**src/rtl/demux18_pkg.sv**
```systemverilog
// Shared types and defaults for the demux18 deserializer.
package demux18_pkg;

  localparam int N_DEFAULT = 8;

  typedef enum logic [1:0] {
    IDLE  = 2'd0,
    FILL  = 2'd1,
    STALL = 2'd2
  } dmx_state_t;

endpackage

```
**src/rtl/demux18_deser_sel_counter.sv**
```systemverilog
// Mod-N up counter that selects the next slot in auto mode.
module sel_counter #(
  parameter  int N  = 8,
  localparam int SW = $clog2(N)
) (
  input  logic          clk,
  input  logic          rst_n,
  input  logic          en_i,
  input  logic          clr_i,
  output logic [SW-1:0] cnt_o
);

  logic [SW-1:0] cnt_q, cnt_d;

  // clr wins over en so the final auto write of a word leaves the count at 0.
  always_comb begin
    cnt_d = cnt_q;
    if (clr_i) begin
      cnt_d = '0;
    end else if (en_i) begin
      cnt_d = (cnt_q == SW'(N - 1)) ? '0 : cnt_q + SW'(1);
    end
  end

  always_ff @(posedge clk or negedge rst_n) begin
    if (!rst_n) begin
      cnt_q <= '0;
    end else begin
      cnt_q <= cnt_d;
    end
  end

  assign cnt_o = cnt_q;

endmodule

```
**src/rtl/demux18_deser.sv**
```systemverilog
// 1-to-N demultiplexing deserializer: steers serial bits into slots and
// emits the assembled word on a valid/ready output.
module demux18_deser
  import demux18_pkg::*;
#(
  parameter  int N  = N_DEFAULT,
  localparam int SW = $clog2(N)
) (
  input  logic          clk,
  input  logic          rst_n,
  input  logic          din,
  input  logic          din_valid,
  output logic          din_ready,
  input  logic          sel_mode,
  input  logic [SW-1:0] sel_ext,
  input  logic          clr,
  output logic [N-1:0]  dout,
  output logic          dout_valid,
  input  logic          dout_ready,
  output logic [SW-1:0] sel_cur,
  output logic          dup,
  output dmx_state_t    dbg_state_o
);

  // Handshakes: a transfer happens on a rising edge where valid && ready.
  // din_ready is registered; dout holds steady while dout_valid && !dout_ready.

  dmx_state_t    state_q, state_d;
  logic          mode_q;
  logic [N-1:0]  shadow_q, shadow_d, mask_q, mask_d, dout_q, dout_d;
  logic          dout_valid_q, dout_valid_d;
  logic          din_ready_q, dup_q, dup_d;
  logic [SW-1:0] last_q, last_d, cnt, slot;
  logic [N-1:0]  shadow_wr, mask_wr;
  logic          mode_eff, accept, cnt_en, cnt_clr;

  sel_counter #(.N(N)) u_sel_counter (
    .clk   (clk),
    .rst_n (rst_n),
    .en_i  (cnt_en),
    .clr_i (cnt_clr),
    .cnt_o (cnt)
  );

  // In IDLE the live sel_mode governs the first bit; mid-word the latched copy does.
  assign mode_eff = (state_q == IDLE) ? sel_mode : mode_q;
  assign accept   = din_valid && din_ready_q;
  assign slot     = mode_eff ? sel_ext : cnt;

  always_comb begin
    shadow_wr       = shadow_q;
    shadow_wr[slot] = din;
    mask_wr         = mask_q;
    mask_wr[slot]   = 1'b1;
  end

  always_comb begin
    state_d      = state_q;
    shadow_d     = shadow_q;
    mask_d       = mask_q;
    dout_d       = dout_q;
    dout_valid_d = dout_valid_q && !dout_ready;
    dup_d        = 1'b0;
    last_d       = last_q;
    cnt_en       = 1'b0;
    cnt_clr      = 1'b0;
    if (clr) begin
      state_d      = IDLE;
      shadow_d     = '0;
      mask_d       = '0;
      dout_valid_d = 1'b0;
      cnt_clr      = 1'b1;
    end else if (state_q == STALL) begin
      if (dout_ready) begin
        dout_d       = shadow_q;
        dout_valid_d = 1'b1;
        mask_d       = '0;
        cnt_clr      = 1'b1;
        state_d      = IDLE;
      end
    end else if (accept) begin
      shadow_d = shadow_wr;
      mask_d   = mask_wr;
      dup_d    = mode_eff && mask_q[slot];
      if (mode_eff) begin
        last_d = slot;
      end else begin
        cnt_en = 1'b1;
      end
      if (&mask_wr) begin
        if (!dout_valid_q || dout_ready) begin
          dout_d       = shadow_wr;
          dout_valid_d = 1'b1;
          mask_d       = '0;
          cnt_clr      = 1'b1;
          state_d      = IDLE;
        end else begin
          state_d = STALL;
        end
      end else begin
        state_d = FILL;
      end
    end
  end

  always_ff @(posedge clk or negedge rst_n) begin
    if (!rst_n) begin
      state_q      <= IDLE;
      mode_q       <= 1'b0;
      shadow_q     <= '0;
      mask_q       <= '0;
      dout_q       <= '0;
      dout_valid_q <= 1'b0;
      din_ready_q  <= 1'b1;
      dup_q        <= 1'b0;
      last_q       <= '0;
    end else begin
      state_q      <= state_d;
      if (state_q == IDLE) begin
        mode_q <= sel_mode;
      end
      shadow_q     <= shadow_d;
      mask_q       <= mask_d;
      dout_q       <= dout_d;
      dout_valid_q <= dout_valid_d;
      din_ready_q  <= (state_d != STALL);
      dup_q        <= dup_d;
      last_q       <= last_d;
    end
  end

  assign din_ready   = din_ready_q;
  assign dout        = dout_q;
  assign dout_valid  = dout_valid_q;
  assign dup         = dup_q;
  assign sel_cur     = mode_q ? last_q : cnt;
  assign dbg_state_o = state_q;

endmodule

```
**config.mk**
```make
export PLATFORM = sky130hd
export DESIGN_NAME = demux18_deser
export DESIGN_NICKNAME = d
export VERILOG_FILES = /design/src/rtl/demux18_pkg.sv /design/src/rtl/demux18_deser_sel_counter.sv /design/src/rtl/demux18_deser.sv
export SDC_FILE = /design/constraint.sdc
export NUM_CORES = 1
export LEC_CHECK = 0
export ABC_CLOCK_PERIOD_IN_PS = 6950
export CAP_MARGIN = 40
export CORE_ASPECT_RATIO = 2
export CORE_MARGIN = 2
export CORE_UTILIZATION = 45
export CTS_CLUSTER_DIAMETER = 120
export DETAILED_ROUTE_END_ITERATION = 8
export PLACE_DENSITY = 0.66
export SYNTH_ARGS = -nofsm -noshare
export SYNTH_HDL_FRONTEND = slang
export SYNTH_SLANG_ARGS = --single-unit
```
**constraint.sdc**
```tcl
create_clock -name clk -period 6.95 [get_ports clk]
set_input_delay 1.0425 -clock clk [delete_from_list [all_inputs] [get_ports clk]]
set_output_delay 1.0425 -clock clk [all_outputs]
set_load 0.03 [all_outputs]
```
==> results.ini <==
[power_and_ir_drop]
seq_power_share=0.481
switching_share=0.294
power_frac_comb=0.185
internal_power_w=0.000334
peakVddDrop_mv=0.156
switchingPower_w=0.000139
power_density_nw_per_um2=166
leakage_nw=1.06
power.clock.fraction=0.334

[finish]
drive_above_1_share=0.0915
diodes=0
finish.instance_area_um2=2860
area_growth_pct=14.5
fin_nets=306
final_cells=355

[synthesis]
synthMuxAreaShare=0.0755
ys_seq_elements=36
synth_area_leaders=dfrtp_1, mux2i_1, o211ai_1
yosysUniqueCellTypes=53
synth-adder-area-share=0.0100
synth_top_area_cell=dfrtp_1
netlist.area_leader.share=0.350
synthArstFlopShare=1.00
synth_flop_cell=dfrtp_1
synthSimpleGateAreaFrac=0.205
ys_warn_count=0
yosysSeqAreaShare=0.361
synth-edff-count=0
synth-compound-area-share=0.295
syn-num-nets=291
synthXorXnorAreaFrac=0
synth_top_family_by_area=compound AO/OA/AOI/OAI gates
synthesis.area_um2=2500
syn_inst=279
syn_area_per_cell_um2=8.96

[global_routing]
antenna_found_initial=0
grt_max_degree=31
grtUsageTotal=0.239
grt_pass1_vias=2307
overflow=0
grt_pass1_wl_um=11500

[placement]
dpl_cell_area_um2=2770
dp_cells=347
gp_congestion=0.966
io_buffer_count=25
post-dp-hpwl_um=5300

[sta]
period_needed_ps=3720
max_freq_mhz=269
holdWs_ps=507
finalHoldViolCount=0
maxSlewViolCount=0
finalSetupViolations=0
rsz0062_at_grt=false
fin_crit_sh=0.536
finalClockSkew_ps=4.95
tns_ps=0
worstMarginPinSlew_ps=804
max-slew-margin-rel=0.463

[critical_path]
arrival_ps=3890
crit_fanout=22
reg2reg_slack_ps=3910
cp.required_ps=7120
startpoint_type=input pin
critPathKind=input pin to flop
crit_path_end_kind=flop

[route]
vias_per_cell=6.61
first_iter_violations=82
route.vias.total=2346
route.detailed.drc=0
post_drt_wl_per_cell_um=19.9
final_antenna_net_count=0
route.final.wire_length_um=7070
dr.pass1.iters=4

[clock_tree]
cts.htree.levels=2
hold_buffers=0
clk_latency_ps=290
numCtsBuffers=5
cts_setup_buffers=0
cts_resized=0
root_buffer=clkbuf_8
cts.sinks=36
cts_tree=yes
clk_path_buf_depth=2
clkTransAtPathRegs_ps=70

[run_status]
outcome=completed

[die]
core-area_um2=5370
start_util=0.466
die_w_um=56.7
rows=38
die_area_um2=6210
ioPinCount=26
die_h_um=109

[hold_path]
hp-class=flop to flop

[job]
drv_cap=0

-- per-layer routing --
metal	global-route usage	vias to the layer above	wire [um]
met3	0.0318	20	312
met5	0	-	0
li1	-	1113	-
met2	0.438	92	3790
met4	0.143	0	310
met1	0.253	1121	2660
-- registers in the layout, indices dropped and copies added (netlist names) --
| name | count |
|---|---|
| dbg_state_o | 2 |
| din_ready | 1 |
| dout_valid | 1 |
| dup | 1 |
| u_sel_counter.cnt_o | 3 |
| dout | 8 |
| mode_q | 1 |
| last_q | 3 |
| shadow_q | 8 |
| mask_q | 8 |
-- path summary, 6_finish.rpt --
path	cells after the start	endpoint	from
worst max-delay path	8	dout[7]	sel_mode
worst min-delay path	1	last_q[1]	last_q[1]
worst max register to register	6	dout[7]	dbg_state_o[0]
worst min register to register	1	last_q[1]	last_q[1]
max in group asynchronous	2	din_ready	rst_n
min in group asynchronous	1	u_sel_counter.cnt_o[0]	rst_n
-- cell usage in the layout, fill, tap and decap left out, types with 2 or more instances in the layout --
cell,n
a211o_1,3
a211oi_1,6
a21boi_0,4
a21o_1,2
a21oi_1,19
a311o_1,7
a41oi_1,3
and2_1,5
buf_4,2
clkbuf_1,2
clkbuf_8,6
clkdlybuf4s50_1,24
dfrtp_1,35
ha_1,2
inv_1,6
mux2_2,7
mux2i_1,11
nand2_1,15
nand2b_1,5
nand3_1,11
nor2_1,15
nor2b_1,4
nor3_1,6
nor3b_1,3
nor4_1,10
o2111ai_1,8
o211ai_1,14
o21ai_0,20
o221ai_1,2
o22ai_1,3
o31ai_1,6
or3_1,2
or4_1,2
-- power groups by stage --
stage,clock network [W],logic [W],registers [W]
final,0.000158,0.0000876,0.000228
after global routing,0.000167,0.0000951,0.000229
after CTS,0.000159,0.0000875,0.000228
after detailed placement,0,0.0000872,0.000232
after global placement,0,0.0000840,0.000232
after floorplan,0,0.0000540,0.000231
-- worst max-delay path, stage by stage --
cell and delay (ps):
clkdlybuf4s50_1 470, or3b_1 510, a2111oi_0 450, a211o_1 200, o221ai_1 110, buf_4 230, or2_0 440, a311o_1 430
-- cells in the mapped netlist, drive strengths merged, types with 2 or more instances --
master	count
nand3	11
dfrtp	35
or3	2
a21oi	19
inv	6
ha	2
nand4	2
mux2i	11
a21boi	4
nor2b	4
nor4	10
o211ai	14
and2	5
a41oi	3
mux2	7
or3b	2
nand2	15
a21o	2
o31ai	7
o22ai	3
a311o	7
nor3	6
a211o	3
nor2	16
nor3b	4
a211oi	6
o21ai	21
nand2b	5
o2111ai	8
buf	7
a31oi	2
clkbuf	15
o221ai	2
or4	2
-- final cells by class --
cell class,instances,area [um2]
fillers,513,2510
multi-input cells,214,1460
flip-flops and latches,36,902
repair buffers,30,307
clock buffers,8,90.1
well taps,60,75.1
inverters,7,26.3
-- cell families (layout without fill, tap and decap cells) --
| group | after synthesis | count (layout) |
|---|---|---|
| AND/OR/NAND/NOR | 89 | 89 |
| flip-flops | 36 | 36 |
| multiplexers | 18 | 18 |
| adder cells (fa/ha/maj) | 2 | 2 |
| AO/OA/AOI/OAI | 105 | 105 |
| buffers and inverters | 29 | 45 |
-- through the flow --
stage / setup slack, ps / total power (W) / util
5_1_grt: 3130 / 0.000491 / 0.533
6_report: 3230 / 0.000474 / 0.533
3_3_place_gp: 3010 / 0.000316 / 0.507
2_1_floorplan: 3880 / 0.000285 / -
3_5_place_dp: 2980 / 0.000319 / 0.516
4_1_cts: 3270 / 0.000475 / 0.533
No activity file was read; power rests on OpenSTA's default activity.
